==> src/rtl/sensor_stream_gen.sv <==
// sensor_stream_gen: NUM_CHANNELS synthetic sample streams, each paced by its own
// period timer (channel k period = BASE_PERIOD*(k+1)). Each stream has a ready/ack
// handshake and a sticky overrun flag.
// Optional feature macro: SENSOR_STREAM_GEN_LFSR_EN selects Galois-LFSR sample
// sequences (seed k+1) instead of the default ramp of step k+1.
module sensor_stream_gen #(
    parameter int unsigned NUM_CHANNELS = 8,
    parameter int unsigned DATA_WIDTH   = 16,
    parameter int unsigned TIMER_WIDTH  = 16,
    parameter int unsigned BASE_PERIOD  = 100
) (
    input  logic                               clock,
    input  logic                               reset,
    input  logic                               enable,
    input  logic [NUM_CHANNELS-1:0]            sensor_stream_ack,
    input  logic                               overrun_clear,
    output logic [NUM_CHANNELS*DATA_WIDTH-1:0] sensor_stream,
    output logic [NUM_CHANNELS-1:0]            sensor_stream_ready,
    output logic [NUM_CHANNELS-1:0]            sensor_overrun,
    output logic                               running
);

    typedef enum logic [1:0] {
        IDLE,
        ARM,
        RUN
    } state_t;

    state_t state;
    state_t next_state;

    logic [TIMER_WIDTH-1:0]  timer [NUM_CHANNELS];
    logic [NUM_CHANNELS-1:0] expiry;

    function automatic logic [TIMER_WIDTH-1:0] reload_value(input int unsigned k);
        return TIMER_WIDTH'(BASE_PERIOD * (k + 1) - 1);
    endfunction

`ifdef SENSOR_STREAM_GEN_LFSR_EN
    // Right-shifting Galois feedback masks, maximal length for each width
    function automatic logic [31:0] lfsr_taps(input int unsigned width);
        case (width)
            8:       return 32'h0000_00B8;
            9:       return 32'h0000_0110;
            10:      return 32'h0000_0240;
            11:      return 32'h0000_0500;
            12:      return 32'h0000_0E08;
            13:      return 32'h0000_1C80;
            14:      return 32'h0000_3802;
            15:      return 32'h0000_6000;
            16:      return 32'h0000_D008;
            17:      return 32'h0001_2000;
            18:      return 32'h0002_0400;
            19:      return 32'h0007_2000;
            20:      return 32'h0009_0000;
            21:      return 32'h0014_0000;
            22:      return 32'h0030_0000;
            23:      return 32'h0042_0000;
            24:      return 32'h00E1_0000;
            25:      return 32'h0120_0000;
            26:      return 32'h0200_0023;
            27:      return 32'h0400_0013;
            28:      return 32'h0900_0000;
            29:      return 32'h1400_0000;
            30:      return 32'h2000_0029;
            31:      return 32'h4800_0000;
            default: return 32'h8020_0003;
        endcase
    endfunction

    localparam logic [31:0]           TAPS_FULL = lfsr_taps(DATA_WIDTH);
    localparam logic [DATA_WIDTH-1:0] TAPS      = TAPS_FULL[DATA_WIDTH-1:0];

    function automatic logic [DATA_WIDTH-1:0] lfsr_step(input logic [DATA_WIDTH-1:0] s);
        return (s >> 1) ^ (s[0] ? TAPS : '0);
    endfunction
`endif

    // State register; running is registered alongside so it mirrors the RUN state
    always_ff @(posedge clock or negedge reset) begin
        if (!reset) begin
            state   <= IDLE;
            running <= 1'b0;
        end else begin
            state   <= next_state;
            running <= (next_state == RUN);
        end
    end

    // Next-state decode: ARM always lasts exactly one cycle
    always_comb begin
        next_state = state;
        case (state)
            IDLE:    if (enable) next_state = ARM;
            ARM:     next_state = RUN;
            RUN:     if (!enable) next_state = IDLE;
            default: next_state = IDLE;
        endcase
    end

    // A channel expires when its timer has counted down to zero while actively running
    always_comb begin
        expiry = '0;
        for (int unsigned k = 0; k < NUM_CHANNELS; k++) begin
            expiry[k] = (state == RUN) && enable && (timer[k] == '0);
        end
    end

    // Period timers: loaded in ARM, count down in RUN, frozen otherwise
    always_ff @(posedge clock or negedge reset) begin
        if (!reset) begin
            for (int unsigned k = 0; k < NUM_CHANNELS; k++) begin
                timer[k] <= '0;
            end
        end else begin
            for (int unsigned k = 0; k < NUM_CHANNELS; k++) begin
                if (state == ARM) begin
                    timer[k] <= reload_value(k);
                end else if ((state == RUN) && enable) begin
                    if (expiry[k]) begin
                        timer[k] <= reload_value(k);
                    end else begin
                        timer[k] <= timer[k] - 1'b1;
                    end
                end
            end
        end
    end

    // Sample, ready and overrun per channel; acks are honoured in every state
    always_ff @(posedge clock or negedge reset) begin
        if (!reset) begin
            for (int unsigned k = 0; k < NUM_CHANNELS; k++) begin
`ifdef SENSOR_STREAM_GEN_LFSR_EN
                sensor_stream[k*DATA_WIDTH +: DATA_WIDTH] <= DATA_WIDTH'(k + 1);
`else
                sensor_stream[k*DATA_WIDTH +: DATA_WIDTH] <= '0;
`endif
            end
            sensor_stream_ready <= '0;
            sensor_overrun      <= '0;
        end else begin
            for (int unsigned k = 0; k < NUM_CHANNELS; k++) begin
                if (expiry[k]) begin
`ifdef SENSOR_STREAM_GEN_LFSR_EN
                    sensor_stream[k*DATA_WIDTH +: DATA_WIDTH] <=
                        lfsr_step(sensor_stream[k*DATA_WIDTH +: DATA_WIDTH]);
`else
                    sensor_stream[k*DATA_WIDTH +: DATA_WIDTH] <=
                        sensor_stream[k*DATA_WIDTH +: DATA_WIDTH] + DATA_WIDTH'(k + 1);
`endif
                    sensor_stream_ready[k] <= 1'b1;
                end else if (sensor_stream_ack[k]) begin
                    sensor_stream_ready[k] <= 1'b0;
                end

                // a fresh overwrite beats a coincident clear
                if (expiry[k] && sensor_stream_ready[k] && !sensor_stream_ack[k]) begin
                    sensor_overrun[k] <= 1'b1;
                end else if (overrun_clear) begin
                    sensor_overrun[k] <= 1'b0;
                end
            end
        end
    end

endmodule

==> config.mk <==
export PLATFORM = sky130hd
export DESIGN_NAME = sensor_stream_gen
export DESIGN_NICKNAME = d
export VERILOG_FILES = /design/src/rtl/sensor_stream_gen.sv
export SDC_FILE = /design/constraint.sdc
export NUM_CORES = 1
export LEC_CHECK = 0
export BUFFER_PORTS_ARGS = -buffer_cell sky130_fd_sc_hd__buf_2
export CORE_MARGIN = 2
export CORE_UTILIZATION = 28
export CTS_BUF_LIST = sky130_fd_sc_hd__clkbuf_4
export DETAILED_ROUTE_END_ITERATION = 10
export GPL_ROUTABILITY_DRIVEN = 0
export PLACE_DENSITY_LB_ADDON = 0.15
export SLEW_MARGIN = 0
export SYNTH_ARGS = -nofsm -noshare
export SYNTH_HDL_FRONTEND = slang
export SYNTH_SLANG_ARGS = --single-unit
==> constraint.sdc <==
create_clock -name clock -period 2.4 [get_ports clock]
set_input_delay 0.12 -clock clock [delete_from_list [all_inputs] [get_ports clock]]
set_output_delay 0.12 -clock clock [all_outputs]
set_load 0.05 [all_outputs]
==> flow_metrics.tcl, run 1 <==
set metrics [dict create \
    finalHoldViolCount 0 \
    die_h_um 219 \
    placementRows 78 \
    die-area_sq_um 47800 \
    grt_pass1_vias 10500 \
    drc 0 \
    ant_nets 0 \
    finalInstanceArea_sq_um 16100 \
    avgSynthCellArea_sq_um 10.0 \
    place_ws_ps 71.4 \
    final_cell_mix "dfrtp_1 (268), nand2_1 (173), buf_2 (148), clkbuf_4 (118), xnor2_1 (102)" \
    power_leakage_nw 7.50 \
    fillCellCount 4676 \
    grt_first_pass_wirelength_um 55000 \
    peakVddDrop_mv 0.305 \
    first_iter_violations 507 \
    p_comb_share_pct 18.1 \
    globalRouteOverflowTotal 0 \
    ios 157 \
    wirelength_um 33300 \
    seqPwrFrac_pct 44.1 \
    arrival_ps 3000 \
    die_x_um 219 \
    initial_core_util_pct 28.4 \
    clock_skew_ps 54.3 \
    critPathSlowestCell "or4_4" \
    crit_required_ps 3040 \
    grt_max_degree 69 \
    cts-root-buf "clkbuf_4" \
    cap_violations 0 \
    slew_headroom_pct 55.5 \
    clockBufferDepth 3 \
    post-route-period-util_pct 98.1 \
    clkTransAtPathRegs_ps 60 \
    tightestPinTransition_ps 664 \
    fmax_mhz 425 \
    cp-start-kind "register" \
    powerDensity_nw_per_um2 692 \
    dpl-instance-area_sq_um 14900 \
    synth_edf_count 0 \
    p_clk_share_pct 37.8 \
    p_sw_mw 3.52 \
    netSwitchingFraction_pct 31.7 \
    layout_commonest_cell "dfrtp_1" \
    cts_tree "done" \
    cp.buffers_inverters 1 \
    clock_sinks 268 \
    cellInternalPower_mw 7.59 \
    end_kind "register" \
    wl_per_cell_um 15.0 \
    grt_usage_pct 14.2 \
    whs_ps 184 \
    critPathMaxStageDelay_ps 570 \
    clkLatencyLatePin_ps 770 \
    crit_fanout 5 \
    placed_cells 2078 \
    antenna_found_initial 1 \
    ys_seq_area_share_pct 52.0 \
    outcome "finished clean" \
    cp_top_family "simple AND/OR/NAND/NOR gates" \
    routed_via_density 4.72 \
    ys_ff_latch 268 \
    drv_slew 0 \
    dp_hpwl_um 22500 \
    via_count 10500 \
    synthFlopType "dfrtp_1" \
    final_nets 1609 \
    ys_warn_count 0 \
    rsz0062_at_grt "true" \
    setup_viol 0 \
    drtPass1Iterations 5 \
    finalPower_mw 11.1 \
    synthDistinctLibCells 68 \
    area_growth_pct 24.6 \
    hp-class "in2reg" \
    path_class "reg2reg" \
    fin_ws_ps 46.2 \
    cts_made_buffers 82 \
    min_period_ps 2350 \
    synthCells 1289 \
    core-area_sq_um 45400 \
    drive_gt1_share_pct 24.6 \
    port-buffer-count 149 \
    h-tree-depth 3 \
    async_flop_share_pct 100 \
    stdcell_count 2226 \
    synth_area_sq_um 12900 \
    cp_cell_sequence "inv_1 -> ha_2 -> or3b_4 -> or4_4 -> nor4_4 -> nand3_1 -> xnor2_1" \
]
## registers in the layout (all words and copies together), names as in the netlist
signal	count
timer	128
state	2
sensor_stream_ready	8
sensor_overrun	8
running	1
sensor_stream	121
## repair_timing
item | in CTS | in global routing
buffers inserted | 0 | 3
gates resized for setup | 0 | 15
setup endpoints to repair | 0 | 18
endpoints found under the hold margin | 290 | 0
hold buffers | 14 | 0
## power by group through the flow
stage               registers, mW  logic (mW)  clock network (mW)
CTS                          4.89        2.04                4.45
floorplan                    4.97        1.14                   0
global route                 4.93        2.26                4.69
global placement             4.97        2.00                   0
detailed placement           4.97        2.01                   0
finish                       4.90        2.01                4.20
## logic make-up after synthesis
kind of cell             Yosys count  share of synthesized area, %
adder cells (fa/ha/maj)           18                          1.75
buffers and inverters             83                          2.70
XOR/XNOR                         153                          10.4
other                              1                        0.0291
AO/OA/AOI/OAI                    198                          9.63
multiplexers                       4                         0.349
flip-flops                       268                          52.0
AND/OR/NAND/NOR                  564                          23.1
## worst paths after layout
check | to | cells after the start | slack [ps] | start
max | sensor_stream[72] | 7 | 50 | timer[49]
min | sensor_stream_ready[5] | 4 | 180 | sensor_stream_ack[5]
max reg2reg | sensor_stream[72] | 7 | 50 | timer[49]
min reg2reg | sensor_stream[127] | 1 | 460 | sensor_stream[127]
max in group asynchronous | sensor_stream[85] | 4 | 1470 | reset
min in group asynchronous | timer[47] | 4 | 540 | reset
## through the flow
| step | TNS, ps | util, % |
|---|---|---|
| after floorplan | 0 | - |
| after global placement | 0 | 32.9 |
| after detailed placement | 0 | 32.9 |
| after CTS | 0 | 35.2 |
| after global routing | -173 | 35.4 |
| final | 0 | 35.4 |
## area by class of cell
type / instances / area [sq um] / area share (%)
Clock inverter: 12 / 45.0 / 0.280
Multi-Input combinational cell: 944 / 5910 / 36.8
Tap cell: 600 / 751 / 4.67
Timing Repair Buffer: 246 / 1620 / 10.1
Inverter: 37 / 139 / 0.865
Clock buffer: 118 / 886 / 5.51
Sequential cell: 268 / 6710 / 41.7
Antenna cell: 1 / 2.50 / 0.0156
## metal layers
| metal | up-vias | global-route usage (%) | share of wire, % |
|---|---|---|---|
| li1 | 5188 | - | - |
| met1 | 5120 | 19.1 | 48 |
| met2 | 149 | 22.0 | 46 |
| met3 | 59 | 3.08 | 3.8 |
| met4 | 0 | 6.21 | 2.2 |
| met5 | - | 0 | 0 |
## worst reg2reg max path: stages (launching register included)
cell and delay [ps]:
dfrtp_1 390, inv_1 60, ha_2 170, or3b_4 380, or4_4 570, nor4_4 380
nand3_1 140, xnor2_1 150
## synth_stat cells (all sizes together) (4+ instances only)
cell    instances  area [sq um]
or4            17           139
o31ai          11          82.6
nand3          58           295
nor3           47           250
xnor2         102           893
a22o            4          35.0
dfrtp         268          6710
or2             4          25.0
and3           19           119
a21o            7          52.6
or3            15          96.3
nand2b         24           150
o311ai          5          43.8
nor2b           6          37.5
nand2         175           657
nand4          34           219
nor3b           8          60.1
a31oi          37           231
a32o            4          40.0
and2           13          81.3
ha             18           225
and4           10          87.6
o211ai          8          60.1
o22ai           7          43.8
xor2           51           447
nor4           40           348
nor2           82           308
o21ai          64           320
clkbuf         26          97.6
mux2            4          45.0
buf            20           111
inv            37           139
a21oi          29           145
Power figures use the tool's default switching activity.
==> run 2, diff against run 1 <==
--- a/config.mk
+++ b/config.mk
@@ -7,11 +7,11 @@
 export LEC_CHECK = 0
 export BUFFER_PORTS_ARGS = -buffer_cell sky130_fd_sc_hd__buf_2
 export CORE_MARGIN = 2
-export CORE_UTILIZATION = 28
+export CORE_UTILIZATION = 55
 export CTS_BUF_LIST = sky130_fd_sc_hd__clkbuf_4
 export DETAILED_ROUTE_END_ITERATION = 10
 export GPL_ROUTABILITY_DRIVEN = 0
-export PLACE_DENSITY_LB_ADDON = 0.15
+export PLACE_DENSITY_LB_ADDON = 0.25
 export SLEW_MARGIN = 0
 export SYNTH_ARGS = -nofsm -noshare
 export SYNTH_HDL_FRONTEND = slang
==> run 2 against run 1 <==
Critical path depth is 1 higher. Worst setup slack worse by 9.9 ps. Clock skew is 21 ps lower. Worst hold slack better by 94 ps. Sequential power hardly changed. Cell area is 3.7% lower. Total power is 2.7% lower. Sequential share of layout area is 1.6 points higher. Die area is 48% lower. First-iteration DRC count is 23% higher. Cell count is 14% lower. Largest cell class unchanged. Highest routed layer unchanged.
==> flow_metrics.tcl, run 2 (same netlist as run 1, synthesis figures left out) <==
set metrics [dict create \
    slew_headroom_pct 56.4 \
    clock_sinks 268 \
    cts_made_buffers 74 \
    power_leakage_nw 7.36 \
    place_ws_ps 37.4 \
    h-tree-depth 3 \
    arrival_ps 2910 \
    grt_pass1_vias 10200 \
    area_growth_pct 20.0 \
    dp_hpwl_um 19100 \
    post-route-period-util_pct 98.5 \
    outcome "finished clean" \
    initial_core_util_pct 55.4 \
    tightestPinTransition_ps 651 \
    cp-start-kind "register" \
    first_iter_violations 624 \
    drtPass1Iterations 5 \
    min_period_ps 2360 \
    powerDensity_nw_per_um2 699 \
    largest-register "timer" \
    hp-class "in2reg" \
    end_kind "register" \
    crit_required_ps 2950 \
    wirelength_um 29100 \
    seq_area_sq_um 6710 \
    final_cell_mix "dfrtp_1 (268), nand2_1 (173), buf_2 (148), clkbuf_4 (107), xnor2_1 (102)" \
    setup_viol 0 \
    core-area_sq_um 23300 \
    largest_register_ffs 128 \
    ios 157 \
    die_x_um 157 \
    top_regs "timer: 128 flops, sensor_stream: 121 flops" \
    cts_tree "done" \
    drc 0 \
    die_h_um 157 \
    fillCellCount 1885 \
    placementRows 56 \
    via_count 10700 \
    clkLatencyLatePin_ps 660 \
    rsz0062_at_grt "true" \
    die-area_sq_um 24700 \
    drv_slew 0 \
    fin_ws_ps 36.3 \
    crit_fanout 5 \
    final_nets 1580 \
    routed_via_density 5.55 \
    peakVddDrop_mv 0.456 \
    grt_max_degree 56 \
    clock_skew_ps 33.8 \
    stdcell_count 1920 \
    cap_violations 0 \
    wl_per_cell_um 15.1 \
    placed_cells 1777 \
    antenna_found_initial 1 \
    ant_nets 0 \
    grt_usage_pct 23.9 \
    path_class "reg2reg" \
    clockBufferDepth 3 \
    multiInputGateArea_sq_um 5930 \
    fmax_mhz 423 \
    drive_gt1_share_pct 22.8 \
    globalRouteOverflowTotal 0 \
    finalHoldViolCount 0 \
    cts-root-buf "clkbuf_4" \
    port-buffer-count 149 \
    grt_first_pass_wirelength_um 48700 \
    layout_commonest_cell "dfrtp_1" \
    finalPower_mw 10.8 \
    clkTransAtPathRegs_ps 70 \
]
==> run 2: cell types whose count changed in the layout (fill, tap and decap cells not counted), moves of 2 or more <==
cell,previous run,this run
buf_12,7,5
buf_4,76,58
clkbuf_4,118,107
clkinv_1,9,16
inv_2,6,4
nor3_1,42,44
nor3_2,3,1
==> run 2: worst paths after layout <==
kind	end	cells past startpoint	startpoint	slack (ps)
max in group asynchronous	sensor_stream[29]	4	reset	510
setup / recovery	sensor_stream[77]	8	timer[48]	40
hold reg to reg	sensor_stream[111]	1	sensor_stream[111]	470
hold / removal	sensor_stream_ready[7]	4	sensor_stream_ack[7]	280
setup reg to reg	sensor_stream[77]	8	timer[48]	40
min in group asynchronous	timer[14]	3	reset	530
==> run 2: where the power goes <==
part	total, mW	switching (mW)	internal, mW
clock	3.91	1.88	2.03
combinational	1.99	1.33	0.659
sequential	4.90	0.187	4.71
==> run 2: area by class of cell <==
class                           count  share of cell area (%)
Clock buffer                      107                    5.19
Inverter                           37                   0.898
Tap cell                          319                    2.58
Antenna cell                        1                  0.0162
Timing Repair Buffer              225                    9.19
Multi-Input combinational cell    944                    38.3
Clock inverter                     19                   0.469
Sequential cell                   268                    43.4
==> run 2: layer usage <==
layer,part of all wire (%),GRT usage (%)
met1,46,32.6
met2,47,38.3
met5,0,0
met3,4.7,4.52
met4,2.0,8.79
==> run 2: through the flow <==
stage          TNS (ps)  utilization, %  hold slack, ps  instance area [sq um]
2_1_floorplan         0               -            -176                  12900
3_3_place_gp          0            61.8             103                  14400
3_5_place_dp          0            61.8             105                  14400
4_1_cts               0            66.1             226                  15400
5_1_grt            -357            66.5             271                  15500
6_report              0            66.5             278                  15500
==> run 2: repair_timing <==
action	4_1_cts	5_1_grt
gates resized for setup	0	14
hold endpoints to repair	287	0
hold buffers	13	0
setup buffers	0	3
setup endpoints to repair	0	32
==> run 2: critical path, stage by stage (launching register included) <==
cell     delay [ps]
dfrtp_1         410
inv_2            90
ha_4            130
or3b_4          380
or4_4           530
buf_4           170
nor4_4          240
nand4_1         160
xnor2_1         150
